### config.mk
export PLATFORM = sky130hd
export DESIGN_NAME = ex_mdu
export DESIGN_NICKNAME = d
export VERILOG_FILES = /design/src/rtl/ex_mdu.sv
export SDC_FILE = /design/constraint.sdc
export NUM_CORES = 1
export LEC_CHECK = 0
export BUFFER_PORTS_ARGS = -buffer_cell sky130_fd_sc_hd__buf_4
export CORE_UTILIZATION = 60
export CTS_BUF_LIST = sky130_fd_sc_hd__clkbuf_4 sky130_fd_sc_hd__clkbuf_8
export CTS_CLUSTER_SIZE = 30
export DETAILED_ROUTE_END_ITERATION = 8
export PLACE_DENSITY = 0.79
export REMOVE_ABC_BUFFERS = 1
export SLEW_MARGIN = 5
export SYNTH_ARGS = -nofsm -noshare
export SYNTH_HDL_FRONTEND = slang
export SYNTH_SLANG_ARGS = --single-unit
### constraint.sdc
create_clock -name clk -period 4.8 [get_ports clk]
set_clock_uncertainty 0.2 [all_clocks]
set_input_delay 0.96 -clock clk [delete_from_list [all_inputs] [get_ports clk]]
set_output_delay 0.96 -clock clk [all_outputs]
set_load 0.01 [all_outputs]
### src/rtl/ex_mdu.sv
// ex_mdu: iterative RV32M multiply/divide unit that sits beside the EX ALU.
// Define MDU_EARLY_OUT_EN to let trivial operations (zero operands, divide by zero, overflow) skip the loop.
module ex_mdu #(
  parameter int XLEN   = 32,
  parameter int ADDR_W = 5
) (
  input  logic              clk,
  input  logic              rst,
  input  logic              start_i,
  input  logic [2:0]        op_i,
  input  logic [XLEN-1:0]   r1_data_i,
  input  logic [XLEN-1:0]   r2_data_i,
  input  logic [ADDR_W-1:0] w_addr_i,
  input  logic              flush_i,
  output logic              stall_req_o,
  output logic              busy_o,
  output logic              done_o,
  output logic              w_enable_o,
  output logic [ADDR_W-1:0] w_addr_o,
  output logic [XLEN-1:0]   w_data_o
);

  // state | meaning
  // IDLE  | waiting for start_i; operands decoded combinationally
  // CALC  | one shift-add or restoring-divide iteration per cycle
  // DONE  | sign-fixed result presented for one write-back beat

  localparam int CNT_W = $clog2(XLEN) + 1;
  localparam logic [XLEN-1:0] MIN_VAL = {1'b1, {(XLEN-1){1'b0}}};

  typedef enum logic [1:0] {IDLE, CALC, DONE} state_t;

  state_t state_q, state_d;

  logic [2:0]        op_q;
  logic [ADDR_W-1:0] addr_q;
  logic              neg1_q, neg2_q, div0_q;
  logic [XLEN-1:0]   a_q, b_q;
  logic [2*XLEN-1:0] acc_q;
  logic [CNT_W-1:0]  cnt_q;
  logic [XLEN-1:0]   hold_data_q;
  logic [ADDR_W-1:0] hold_addr_q;

  logic              is_div, r1_signed, r2_signed, neg1, neg2;
  logic              in_div0, in_mul_zero, early, launch;
  logic [XLEN-1:0]   mag1, mag2;

  always_comb begin
    is_div      = op_i[2];
    r1_signed   = (op_i == 3'd1) || (op_i == 3'd2) || (op_i == 3'd4) || (op_i == 3'd6);
    r2_signed   = (op_i == 3'd1) || (op_i == 3'd4) || (op_i == 3'd6);
    neg1        = r1_signed && r1_data_i[XLEN-1];
    neg2        = r2_signed && r2_data_i[XLEN-1];
    mag1        = neg1 ? -r1_data_i : r1_data_i;
    mag2        = neg2 ? -r2_data_i : r2_data_i;
    in_div0     = is_div && (r2_data_i == '0);
    in_mul_zero = !is_div && ((r1_data_i == '0) || (r2_data_i == '0));
`ifdef MDU_EARLY_OUT_EN
    // Overflow skips the loop because the preloaded quotient (|MIN| = MIN) is already correct.
    early = in_div0 || in_mul_zero || (is_div && (r1_data_i == '0)) ||
            (is_div && !op_i[0] && (r1_data_i == MIN_VAL) && (r2_data_i == '1));
`else
    early = 1'b0;
`endif
  end

  // Shared accumulator: multiply keeps {product_hi, multiplier}, divide keeps {remainder, quotient}.
  logic [XLEN:0]     mul_sum, div_shift;
  logic [XLEN-1:0]   div_sub, div_rem;
  logic              div_ge;
  logic [2*XLEN-1:0] acc_step;

  always_comb begin
    mul_sum   = {1'b0, acc_q[2*XLEN-1:XLEN]} + (acc_q[0] ? {1'b0, b_q} : '0);
    div_shift = {acc_q[2*XLEN-1:XLEN], acc_q[XLEN-1]};
    div_ge    = div_shift >= {1'b0, b_q};
    div_sub   = div_shift[XLEN-1:0] - b_q;
    div_rem   = div_ge ? div_sub : div_shift[XLEN-1:0];
    if (op_q[2]) begin
      acc_step = {div_rem, acc_q[XLEN-2:0], div_ge};
    end else begin
      acc_step = {mul_sum, acc_q[XLEN-1:1]};
    end
  end

  logic [2*XLEN-1:0] prod_fix;
  logic [XLEN-1:0]   quot_fix, rem_fix, result, data_now;

  always_comb begin
    prod_fix = (neg1_q ^ neg2_q) ? -acc_q : acc_q;
    if (div0_q) begin
      // Divide by zero returns all ones and the untouched dividend.
      quot_fix = '1;
      rem_fix  = neg1_q ? -a_q : a_q;
    end else begin
      quot_fix = (neg1_q ^ neg2_q) ? -acc_q[XLEN-1:0] : acc_q[XLEN-1:0];
      rem_fix  = neg1_q ? -acc_q[2*XLEN-1:XLEN] : acc_q[2*XLEN-1:XLEN];
    end
    case (op_q)
      3'd0:          result = prod_fix[XLEN-1:0];
      3'd1, 3'd2, 3'd3: result = prod_fix[2*XLEN-1:XLEN];
      3'd4, 3'd5:    result = quot_fix;
      default:       result = rem_fix;
    endcase
    data_now = (addr_q == '0) ? '0 : result;
  end

  always_ff @(posedge clk) begin
    if (rst) begin
      state_q <= IDLE;
    end else begin
      state_q <= state_d;
    end
  end

  always_comb begin
    state_d     = state_q;
    launch      = 1'b0;
    stall_req_o = 1'b0;
    busy_o      = 1'b0;
    done_o      = 1'b0;
    w_enable_o  = 1'b0;
    w_addr_o    = hold_addr_q;
    w_data_o    = hold_data_q;
    case (state_q)
      IDLE: begin
        if (start_i && !flush_i) begin
          launch      = 1'b1;
          stall_req_o = 1'b1;
          state_d     = early ? DONE : CALC;
        end
      end
      CALC: begin
        busy_o      = 1'b1;
        stall_req_o = 1'b1;
        if (cnt_q == CNT_W'(1)) begin
          state_d = DONE;
        end
      end
      DONE: begin
        busy_o     = 1'b1;
        done_o     = !flush_i;
        w_enable_o = !flush_i && (addr_q != '0);
        w_addr_o   = addr_q;
        w_data_o   = data_now;
        state_d    = IDLE;
      end
      default: state_d = IDLE;
    endcase
    if (flush_i) begin
      state_d = IDLE;
    end
  end

  always_ff @(posedge clk) begin
    if (rst) begin
      op_q        <= '0;
      addr_q      <= '0;
      neg1_q      <= 1'b0;
      neg2_q      <= 1'b0;
      div0_q      <= 1'b0;
      a_q         <= '0;
      b_q         <= '0;
      acc_q       <= '0;
      cnt_q       <= '0;
      hold_data_q <= '0;
      hold_addr_q <= '0;
    end else begin
      if (launch) begin
        op_q   <= op_i;
        addr_q <= w_addr_i;
        neg1_q <= neg1;
        neg2_q <= neg2;
        div0_q <= in_div0;
        a_q    <= mag1;
        b_q    <= mag2;
        acc_q  <= in_mul_zero ? '0 : {{XLEN{1'b0}}, mag1};
        cnt_q  <= CNT_W'(XLEN);
      end else if (state_q == CALC) begin
        acc_q <= acc_step;
        cnt_q <= cnt_q - CNT_W'(1);
      end
      if ((state_q == DONE) && !flush_i) begin
        hold_data_q <= data_now;
        hold_addr_q <= addr_q;
      end
    end
  end

endmodule

==> results.tsv, run 1 <==
metric	value	unit
worstPathRequired	3640	ps
multi_input_area	12170	sq um
worstPathMaxFanout	7	
synthArstFlopShare	0	%
routabilityCongestion	1.028	
routed_wl	58650	microns
synth.top_cell.area_share	22.41	%
violations	negative setup slack	
ys_seq_area_share	22.41	%
worst-setup-path-type	register to output port	
grt_first_pass_wirelength	91030	microns
yosys.area.top_type	dfxtp_1	
syn_inst	2289	
die-area	28060	sq um
dpl.hpwl	43870	microns
tightestPinTransition	1201	ps
drv_slew	0	
coreArea	26950	sq um
final_util	69.87	%
port_buffers	116	
placed_area	17880	sq um
fin_crit	4944	ps
clk_latency	510	ps
use_met3	8.367	%
setup_viol	14	
slew_headroom	19.34	%
busiest_layer	met2	
grt_use_met1	54.77	%
cts_tree	built	
p_int	2.651	mW
synthToLayoutAreaGrowth	14.56	%
postRouteAntennaNets	0	
min_period_over_period	103.0	%
drv_cap	0	
use_met2	63.82	%
initial_utilization	60.99	%
cts_buffer_depth	2	
outcome	finished, violations left	
seqPwrFrac	39.1	%
layout_commonest_cell	nand2_1	
hold_viol	0	
leakage	7.422	nW
synth.avg_cell_area	7.181	sq um
cp.arrival	3780	ps
io_pins	117	
fillCellCount	2257	
clk_pin_slew	120	ps
cts_sinks	184	
synth-seq-cells	184	
ys_types	77	
setup_tns	-847.7	ps
num_vias	18090	
synth_ff_type	dfxtp_1	
worstPathCellList	nor4_4 > or4b_4 > or4_4 > or2_4 > buf_6 > or4_4 > a21oi_4 > a2111oi_4 > mux2_4 > buf_6	
min_path_type	register to register	
drive_gt1_share	15.97	%
rsz0062_at_grt	yes	
cp_num_buf_inv	2	
final_area	18830	sq um
fp-row-count	60	
firstDrtPassIters	9	
start_kind	register	
worst_path_largest_cell_delay	540	ps
seq_area	3697	sq um
antenna_found_initial	0	
synth_edf_count	0	
timing.fmax	202.3	MHz
die_w	167.5	microns
layout_common_cells	nand2_1 (271), nor2_1 (223), buf_4 (221), a21oi_1 (203), dfxtp_1 (175)	
power_density	230.0	nW/um^2
root_buffer	clkbuf_8	
combPwrFrac	33.7	%
switchingPower	1.680	mW
ir_worst_vdd	0.0002187	V
grt_max_degree	80	
clock_power_share	27.2	%
die_height	167.5	microns
fin_ws	-143.8	ps
via_per_inst	6.628	
critPathTopFamily	simple AND/OR/NAND/NOR gates	
yosys_warnings	0	
cpMaxStageDelayCell	or4_4	
synth.area.top_cells	dfxtp_1 (22%), a21oi_1 (6.3%), nand2_1 (6.3%)	
synth.cell_area	16440	sq um
cts_made_buffers	17	
grt-ovfl-total	0	
swShare	38.79	%
endpoint_kind	output port	
ctsHoldBuffers	0	
wl_per_cell	21.49	microns
fin_nets	2525	
track_usage	41.07	%
drc	0	
drtIter0Drc	2112	
htreeDepth	4	
grt_pass1_vias	16680	
## through the flow
step | setup slack, ps | hold slack, ps | total power [mW] | std cells
after global placement | 285.8 | 233.1 | 3.018 | 2679
after detailed placement | 175.1 | 241.7 | 3.044 | 2679
after floorplan | -2749 | 221.2 | 2.570 | 2126
after CTS | -187.6 | 259.9 | 4.226 | 2717
final | -143.8 | 258.5 | 4.331 | 2729
after global routing | -217.6 | 278.9 | 4.505 | 2727
## registers in the layout (all words and copies together) (netlist names)
register,cells
neg2_q,1
hold_addr_q,5
state_q,2
div0_q,1
op_q,3
cnt_q,6
acc_q,64
hold_data_q,32
a_q,32
neg1_q,1
b_q,32
addr_q,5
## worst reg2reg max path: stages (launching register included)
cell and delay, ps:
dfxtp_1 340, buf_4 170, and2_1 150, ha_1 190, inv_1 60, fa_1 400, nand2b_1 190, a21oi_1 220
o21ai_0 240, o31ai_1 570, a21oi_1 290, o21a_1 290, or3_1 320, nand4_1 100, o211ai_1 90, a21oi_1 180
## power by group through the flow
| stage | clock network (mW) | registers [mW] | logic [mW] |
|---|---|---|---|
| global route | 1.24 | 1.70 | 1.57 |
| global placement | 0 | 1.72 | 1.30 |
| detailed placement | 0 | 1.72 | 1.32 |
| finish | 1.18 | 1.69 | 1.46 |
| floorplan | 0 | 1.71 | 0.863 |
| CTS | 1.18 | 1.69 | 1.36 |
## routing by layer
layer	routed length, microns	part of all wire, %
met1	25060	43
met2	25970	44
met3	5426	9.3
met4	2199	3.7
met5	0	0
## synth_stat cells, types with 14 or more instances
cell type / instances
or3_1: 27
nor3_1: 48
clkbuf_1: 135
mux2_2: 21
a21o_1: 43
nand2b_1: 17
nor4_1: 19
xor2_1: 108
o31ai_1: 41
buf_1: 21
a21oi_1: 206
o41ai_1: 14
o221ai_1: 18
a221oi_1: 17
mux2i_1: 42
o211ai_1: 47
nand2_1: 274
ha_1: 74
o21ai_0: 146
nor2_1: 228
a211oi_1: 61
dfxtp_1: 184
xnor2_1: 109
nand3_1: 43
inv_1: 97
or4_1: 19
a31oi_1: 20
nand4_1: 25
## cell families (layout without fill, tap and decap cells)
| logic type | count (synthesis) | count (layout) | share of synthesized area, % |
|---|---|---|---|
| flops | 184 | 184 | 22.41 |
| buf+inv | 262 | 359 | 6.112 |
| compound gates | 729 | 729 | 28.75 |
| mux | 64 | 64 | 4.133 |
| xor+xnor | 217 | 217 | 11.56 |
| other cells | 0 | 2 | 0 |
| fa+ha+maj | 76 | 76 | 5.876 |
| simple gates | 757 | 757 | 21.16 |
## what timing repair did
item,CTS,global route
setup buffers,6,11
gates cloned,0,0
resized for setup,46,51
endpoints found under the setup margin,23,31
pin swaps,21,25
## final timing paths
path | from | endpoint | slack [ps] | cells past startpoint
worst max-delay path | acc_q[13] | w_data_o[30] | -140 | 10
worst min-delay path | hold_addr_q[4] | hold_addr_q[4] | 260 | 2
worst max register to register | acc_q[0] | acc_q[57] | 750 | 15
worst min register to register | hold_addr_q[4] | hold_addr_q[4] | 260 | 2
## layout make-up
cell class | instances | share of cell area, %
diodes | 2 | 0.02658
repair buffers | 228 | 9.275
multi-input cells | 1843 | 64.63
inverters | 99 | 1.973
clock buffers | 17 | 1.242
clock inverters | 15 | 0.9567
flip-flops and latches | 184 | 19.63
well taps | 341 | 2.266
No activity file was read; power rests on OpenSTA's default activity.
==> inputs of run 2 (changes only) <==
--- a/config.mk
+++ b/config.mk
@@ -6,6 +6,7 @@
 export NUM_CORES = 1
 export LEC_CHECK = 0
 export BUFFER_PORTS_ARGS = -buffer_cell sky130_fd_sc_hd__buf_4
+export CORE_ASPECT_RATIO = 1.5
 export CORE_UTILIZATION = 60
 export CTS_BUF_LIST = sky130_fd_sc_hd__clkbuf_4 sky130_fd_sc_hd__clkbuf_8
 export CTS_CLUSTER_SIZE = 30
==> results.tsv, run 2 (synthesis gave the netlist of run 1 again) <==
metric	value	unit	change
outcome	finished, violations left		
violations	negative setup slack		
worstPathRequired	3640	ps	about the same
fp-row-count	73		+22%
tightestPinTransition	1162	ps	-39.05 ps
critPathTopFamily	simple AND/OR/NAND/NOR gates		
wl_per_cell	23.97	microns	+12%
antenna_found_initial	2		+2
firstDrtPassIters	6		-3
fin_ws	-270.7	ps	-126.9 ps
worst_path_largest_cell_delay	580	ps	+40 ps
cp_num_buf_inv	2		unchanged
min_period_over_period	105.6	%	+2.6 points
die_height	204.7	microns	+22%
largest_register	acc_q		
dpl.hpwl	47990	microns	+9.4%
track_usage	47.01	%	+5.9 points
port_buffers	116		unchanged
dpl.cell_count	2683		+0.15%
clk_latency	530	ps	+20 ps
setup_tns	-1563	ps	-715.7 ps
finalNonFillerCells	2729		unchanged
largest_reg_flops	64		unchanged
htreeDepth	4		unchanged
cts_sinks	184		unchanged
fin_nets	2532		+0.28%
worstPathMaxFanout	5		-2
routed_wl	65420	microns	+12%
drtIter0Drc	1829		-13%
endpoint_kind	output port		
via_per_inst	6.720		+1.4%
grt_pass1_vias	17340		+3.9%
num_vias	18340		+1.4%
clk_pin_slew	100	ps	-20 ps
synthToLayoutAreaGrowth	15.20	%	
cp.arrival	3910	ps	+130 ps
initial_utilization	61.63	%	+0.64 points
drv_cap	0		unchanged
routabilityCongestion	1.071		+4.2%
drive_gt1_share	16.76	%	+0.80 points
rsz0062_at_grt	yes		
leakage	7.459	nW	+0.50%
grt_max_degree	113		+41%
worstPathCellList	nor4_4 > or4b_4 > or4_4 > or2_4 > buf_6 > or4_4 > a21oi_4 > a2111oi_4 > mux2_4 > buf_6		
fin_crit	5071	ps	+126.9 ps
setup_viol	11		-3
coreArea	26670	sq um	-1.0%
hold_viol	0		unchanged
postRouteAntennaNets	0		unchanged
start_kind	register		
grt_first_pass_wirelength	98370	microns	+8.1%
layout_commonest_cell	nand2_1		
die_w	137.1	microns	-18%
ir_worst_vdd	0.0001860	V	-15%
drc	0		unchanged
min_path_type	register to register		
slew_headroom	22.04	%	+2.7 points
cpMaxStageDelayCell	or4_4		
power_density	225.4	nW/um^2	-2.0%
root_buffer	clkbuf_8		
cts_made_buffers	17		unchanged
cts_buffer_depth	2		unchanged
timing.fmax	197.2	MHz	-2.5%
total_power	4.269	mW	-1.4%
die-area	28080	sq um	about the same
worst-setup-path-type	register to output port		
diodes	0		-2
drv_slew	0		unchanged
io_pins	117		unchanged
layout_common_cells	nand2_1 (272), buf_4 (224), nor2_1 (220), a21oi_1 (203), dfxtp_1 (173)		
cts_tree	built		
grt-ovfl-total	0		unchanged
## run 2: path summary, 6_finish.rpt
check | start | end | slack (ps) | cells past startpoint
min reg2reg | b_q[31] | b_q[31] | 260 | 2
min | b_q[31] | b_q[31] | 260 | 2
max reg2reg | acc_q[37] | acc_q[63] | 620 | 11
max | acc_q[11] | w_data_o[30] | -270 | 10
## run 2: layout make-up
class                      count  area [sq um]
clock buffer                  19         255.2
clock inverter                12         95.09
fill                        2237          7734
inverter                      99         371.6
multi-input combinational   1844         12280
sequential                   184          3702
tap                          337         421.7
timing repair buffer         234          1812
## run 2: repair_timing
| action | 4_1_cts | 5_1_grt |
|---|---|---|
| resized for setup | 43 | 77 |
| gates cloned | 1 | 0 |
| endpoints found under the setup margin | 23 | 30 |
| pin swaps | 21 | 21 |
| setup buffers | 8 | 7 |
| hold buffers | 0 | 0 |
## run 2: metal layers
| metal | global-route usage [%] | part of all wire [%] |
|---|---|---|
| met2 | 77.11 | 47 |
| met3 | 13.66 | 9.0 |
| met1 | 47.46 | 33 |
| met4 | 43.25 | 11 |
| met5 | 0 | 0.052 |
## run 2: per-stage QoR
step                      hold WS (ps)  setup WS (ps)  cell area (sq um)  util [%]
after detailed placement         241.1          146.6              17940     67.27
after global routing             282.0         -308.4              18940     71.00
final                            256.5         -270.7              18940     71.00
after CTS                        257.7         -152.4              18540     69.50
after floorplan                  221.2          -2749              15810         -
after global placement           233.0          209.0              17940     67.27
## run 2: worst min-delay path, stage by stage (launching register included)
cell,delay (ps)
dfxtp_1,320
nand2_1,50
a21oi_1,50
## run 2: power by group
group | internal, mW | switching, mW | total, mW
logic | 0.581 | 0.977 | 1.56
clock network | 0.381 | 0.634 | 1.01
registers | 1.60 | 0.0985 | 1.70
